`config.mk`:
```
export PLATFORM = sky130hd
export DESIGN_NAME = led_trail_fader
export DESIGN_NICKNAME = d
export VERILOG_FILES = /design/src/rtl/led_trail_fader.sv
export SDC_FILE = /design/constraint.sdc
export NUM_CORES = 1
export LEC_CHECK = 0
export BUFFER_PORTS_ARGS = -buffer_cell sky130_fd_sc_hd__buf_4
export CORE_MARGIN = 10
export CORE_UTILIZATION = 58
export CTS_BUF_LIST = sky130_fd_sc_hd__clkbuf_4
export CTS_CLUSTER_SIZE = 8
export DETAILED_ROUTE_END_ITERATION = 8
export PLACE_DENSITY = 0.84
export REMOVE_ABC_BUFFERS = 1
export SLEW_MARGIN = 10
export SYNTH_ARGS = -nofsm -noshare
export SYNTH_HDL_FRONTEND = slang
export SYNTH_SLANG_ARGS = --single-unit
```
`constraint.sdc`:
```
create_clock -name clk -period 2.8 [get_ports clk]
set_input_delay 0.56 -clock clk [delete_from_list [all_inputs] [get_ports clk]]
set_output_delay 0.56 -clock clk [all_outputs]
set_load 0.005 [all_outputs]
```
`src/rtl/led_trail_fader.sv`:
```
// Per-LED PWM driver for the walking-one pattern: lit bits run at full brightness,
// cleared bits fade out linearly, leaving a decaying trail behind the walking light.
module led_trail_fader #(
    parameter int NUM_LEDS        = 8,
    parameter int PWM_BITS        = 8,
    parameter int DECAY_TICK_BITS = 16,
    parameter int DECAY_STEP      = 16
) (
    input  logic                clk,
    input  logic                rst,
    input  logic [NUM_LEDS-1:0] pattern_in,
    input  logic                pattern_valid,
    input  logic                enable,
    output logic [NUM_LEDS-1:0] led_out,
    output logic                pwm_sync
);

    localparam logic [PWM_BITS-1:0] LEVEL_MAX = '1;
    localparam logic [PWM_BITS-1:0] STEP      = PWM_BITS'(DECAY_STEP);

    logic [PWM_BITS-1:0]                pwm_cnt;
    logic [DECAY_TICK_BITS-1:0]         tick_cnt;
    logic [NUM_LEDS-1:0]                pat_reg;
    logic [NUM_LEDS-1:0][PWM_BITS-1:0]  level;
    logic [NUM_LEDS-1:0][PWM_BITS-1:0]  level_nxt;
    logic [NUM_LEDS-1:0]                eff_pat;
    logic [NUM_LEDS-1:0]                lit;
    logic                               tick;

    assign tick    = &tick_cnt;
    // A pattern arriving this cycle already governs which bits decay on a coincident tick.
    assign eff_pat = pattern_valid ? pattern_in : pat_reg;

    always_comb begin
        level_nxt = level;
        lit       = '0;
        for (int i = 0; i < NUM_LEDS; i++) begin
            if (pattern_valid && pattern_in[i]) begin
                level_nxt[i] = LEVEL_MAX;
            end else if (tick && !eff_pat[i]) begin
                level_nxt[i] = (level[i] > STEP) ? (level[i] - STEP) : '0;
            end
            lit[i] = (level[i] > pwm_cnt);
        end
    end

    always_ff @(posedge clk or posedge rst) begin
        if (rst) begin
            pwm_cnt  <= '0;
            tick_cnt <= '0;
            pat_reg  <= '0;
            level    <= '0;
            led_out  <= '0;
            pwm_sync <= 1'b0;
        end else begin
            pwm_cnt  <= pwm_cnt + PWM_BITS'(1);
            tick_cnt <= tick_cnt + DECAY_TICK_BITS'(1);
            pwm_sync <= &pwm_cnt;
            if (pattern_valid) begin
                pat_reg <= pattern_in;
            end
            level    <= level_nxt;
            led_out  <= enable ? lit : '0;
        end
    end

endmodule

```
; ---- Yosys cells after proc, flatten, opt, wreduce, memory -nomap -nowiden
; Index checks and enable logic that the tools add are counted.
[op_classes]
add_sub_neg = 10
magnitude_cmp = 16
mux = 26
reduce_logical = 34
[op_table]
columns = op, n
row1 = $mux W8, 26
row2 = $gt A8 B5 Y1 const B, 8
row3 = $gt A8 B8 Y1, 8
row4 = $sub A8 B5 Y8 const B, 8
row5 = $add A16 B1 Y16 const B, 1
row6 = $logic_and A1 B1 Y1, 16
row7 = $reduce_and A16 Y1, 1
row8 = $reduce_bool A2 Y1, 8
row9 = $add A8 B1 Y8 const B, 1
row10 = $logic_not A1 Y1, 8
row11 = $reduce_and A8 Y1, 1
[totals]
reg_bits = 105
input_bits = 12
out_inout_bits = 9
elab_cells = 99

; ---- Longest topological paths before layout
[logic_depth]
ltp_word = 5
mapped_depth = 7
ltp_nobuf = 7

; ---- Worst setup path after synthesis
; Ideal clock, no wire load.
[synth_timing]
kind = reg-to-reg
start = register tick_cnt[0]
end = register level[4] in the netlist's numbering
setup_time_ns = 0.127
arrival_time_ns = 1.660
required_ns = 2.673
setup_slack_ns = 1.014
stages_incl_launch_ff = 7
n_path_buf = 1
period_less_slack_ns = 1.786
path_cell_list = dfrtp_1 ha_1 and4_4 and2_2 clkbuf_1 a31o_2 a221o_2
[synth_via]
elab_chain_cells = 3
[synth_lines]
columns = item, line
row1 = "start, declared", 22  ; logic [DECAY_TICK_BITS-1:0] tick_cnt;
row2 = "start signal, assigned", 57  ; tick_cnt <= tick_cnt + DECAY_TICK_BITS'(1);
row3 = $reduce_and A16 Y1, 30  ; assign tick = &tick_cnt;
row4 = $logic_and A1 B1 Y1, 40  ; end else if (tick && !eff_pat[i]) begin
row5 = $reduce_bool A2 Y1 (no line), --
row6 = "end signal, assigned", 62  ; level <= level_nxt;
row7 = "end, declared", 24  ; logic [NUM_LEDS-1:0][PWM_BITS-1:0] level;
; Every way passes these cells.
; A chain may end at the register's enable or synchronous reset.

; ---- Worst setup path after layout
[layout_timing]
start = register tick_cnt[0]
end = register level[39] in the netlist's numbering
; Same word-level chain as after synthesis.

==> impl_results.md <==
- Measured slew at the worst slew-check pin: between 0.7 and 0.8 ns
- Number of cells on the worst reg-to-reg path: 5
- EDFF count, synth: 0
- Total of flip-flops plus latches after synthesis: just over 80
- Number of placement rows: 34
- Fraction of met2 tracks used by global routing: 0.322
- Number of top-level design ports: 21
- Post-synthesis instance area: 0.00516 mm²
- Ratio of cells with drive above 1 in the final layout: 0.0847
- Final min period: 2.04 ns
- Post-CTS Setup Repair Bufs: 0
- Number of antenna repair diodes: 0
- Register with the most flip-flops: level
- Setup skew after layout: between 0.01 and 0.015 ns
- Count of mapped cells out of synthesis: around 520
- Final sum of negative setup slack: 0 ns
- Iteration-0 DRC Markers: 215
- Insertion delay to the later sink of the worst-skew pair: ~0.43 ns
- Post-synth top area share: 0.393
- Maximum number of pins on one net before global-route repair: 44
- CTS hold repair buffers: 0
- DPL Wire Length: 8.37 mm
- Drt wl/cell: around 17 µm
- Power density cells: 371 mW/mm²
- Normalized max-slew margin: 0.481
- Max FFs per register: 40
- Part of the Yosys area used for sequential elements: 0.393
- Critical register-to-register path endpoint: level[39]
- TritonCTS clock tree: yes
- Launch instance of the worst register-to-register path: tick_cnt[0]
- Unrepaired setup endpoints after global routing: false
- Maximum level of the CTS H-tree: 3
- Post-route clock period utilization: 0.730
- Startpoint type of the worst setup path: flip-flop
- Die outline area: approximately 0.013 mm²
- Via count of the first global-routing pass: approximately 4200
- Die width: 114 µm
- Utilization after layout: 0.647
- Async S/R FF share, synth: 1.00
- Warnings from Yosys: 0
- Via density: around 6.3
- Wire length of the first global-routing pass: approximately 20 mm
- Placer Congestion: around 0.84
- P&R area growth vs syn: 8.67%
- Post-layout nets: around 650
- Slew Viols, Final: 0
- Largest registers: level (40), tick_cnt (16)
- Average cell area after synthesis: between 9 and 10 µm²
- Post-route antenna net violation count: 0
- Longest Clk Path Bufs: 2
- Clock transition at the registers of the reported paths: 0.14 ns
- Worst IR drop on VDD: 0.293 mV
- Area inside the core boundary: between 0.008 and 0.009 mm²
- R2r setup slk: 0.76 ns
- Count of different cell masters after synthesis: 41
- Sink count of the clock tree: between 80 and 90
- Maximum clock frequency: 490 MHz
- Met3 layer usage reported by global route: 0.0341
- DRT Wirelength: around 12 mm
- Max cap viols: 0
- Most instantiated cells after synthesis: ha_1, dfrtp_1, nand2_1
- Highest fanout seen on the critical path: 13
- Endpoint required time on the critical path: 3.17 ns
- Peak-usage layer in the global routing report: met2
- Endpoint class of the critical path: flip-flop
- Aggregate global routing overflow: 0
- Final setup violating endpoints: 0
- Path category of the worst min-delay check: primary input to asynchronous set/reset pin
- Length of the first detailed-routing pass in iterations: 5
- Final standard cell area without fillers: around 0.0056 mm²
- Inserted Clock Buffers: 9
- Largest area contributor in the netlist: dfrtp_1
- Overall global routing resource usage: 0.183
- CTS resizes: 0
- Buffers on Ports: 20
- Via count: between 4000 and 5000
- Worst setup path endpoint: level[39]
- Leading post-synthesis cells by cell area: dfrtp_1, ha_1, o21ai_0
- Critical path startpoint: tick_cnt[0]
- Final count of hold timing violations: 0
- Initial core utilization: 0.595
- Met1 routing resource usage after global routing: 0.209
- Worst Path Arrival: around 2.4 ns
- Pleak: about 2.6 nW
- Minimum hold slack: between 0.2 and 0.25 ns
- Status: completed
- Antenna violations before repair: 0
- Vertical die dimension: around 110 µm
- Root buffer selected by CTS: clkbuf_4
- Total DRC errors in the routed layout: 0
- Count leader, synth: ha_1
- Critical path type: flip-flop to flip-flop
- Cell area after placement: approximately 0.0055 mm²
- Predominant post-synthesis flop cell: dfrtp_1
## through the flow
step,worst slack [ns],cells,total power (W)
global placement,0.890,648,0.00131
CTS,0.770,663,0.00210
finish,0.757,663,0.00208
detailed placement,0.803,648,0.00131
global route,0.601,663,0.00216
floorplan,0.160,518,0.00126
## worst min path at each step
stage / depth (start not counted) / to
global placement: 1 / tick_cnt[8]
CTS: 2 / led_out[4]
detailed placement: 1 / tick_cnt[0]
floorplan: 1 / tick_cnt[0]
finish: 2 / led_out[4]
global route: 2 / led_out[4]
## cells by family (layout without fill, tap and decap cells)
logic type / after synthesis / in the layout / share of synthesized area
adders and majority gates: 82 / 82 / 0.199
and+or+nand+nor: 171 / 171 / 0.183
AOI/OAI and AO/OA: 124 / 124 / 0.157
xor gates and xnor gates: 20 / 20 / 0.0339
DFF: 81 / 81 / 0.393
buffers and inverters: 45 / 77 / 0.0342
## per-layer routing
metal	up-vias	wire length, µm
li1	1977	-
met1	2030	4830
met2	105	5960
met3	32	457
met4	0	327
met5	-	0
## placed cells by master (no fill, tap or decap), types with 2 or more instances in the layout
cell	n
clkbuf_4	9
xor2_1	7
o22a_1	4
a21o_1	17
o41ai_1	4
clkinvlp_4	2
nor3_1	10
nand4_1	24
dfrtp_1	81
ha_1	82
nand3_1	31
nor2b_1	15
o21a_1	16
nand2_1	42
nand2b_1	11
inv_1	39
buf_4	21
nor2_1	7
o21bai_1	8
o311ai_0	4
xnor2_1	13
nand3_4	2
or3_1	9
bufinv_16	2
o21ai_0	33
o211ai_1	5
a21oi_1	24
and3_1	4
or4_1	5
nor4_1	5
a21boi_0	3
## power by group
| part | leakage (nW) | switching [W] | internal, W |
|---|---|---|---|
| Clock | 0.0786 | 0.000435 | 0.000362 |
| Sequential | 0.861 | 0.00000511 | 0.00119 |
| Combinational | 1.64 | 0.0000622 | 0.0000331 |
| Total | 2.58 | 0.000502 | 0.00158 |
## cell type report
type | count | area, µm²
well taps | 108 | 135
fillers | 703 | 3070
multi-input cells | 397 | 2960
clock inverters | 6 | 92.6
repair buffers | 22 | 178
clock buffers | 9 | 67.6
flip-flops and latches | 81 | 2030
inverters | 40 | 151
## critical path, cell delays in order (launching register included)
cell and delay [ns]:
dfrtp_1 0.41, ha_1 0.25, and4_4 0.38, nand2_1 0.27
or4_1 0.57, nand3_1 0.09
Note: power is estimated with default switching activity, not from simulation.
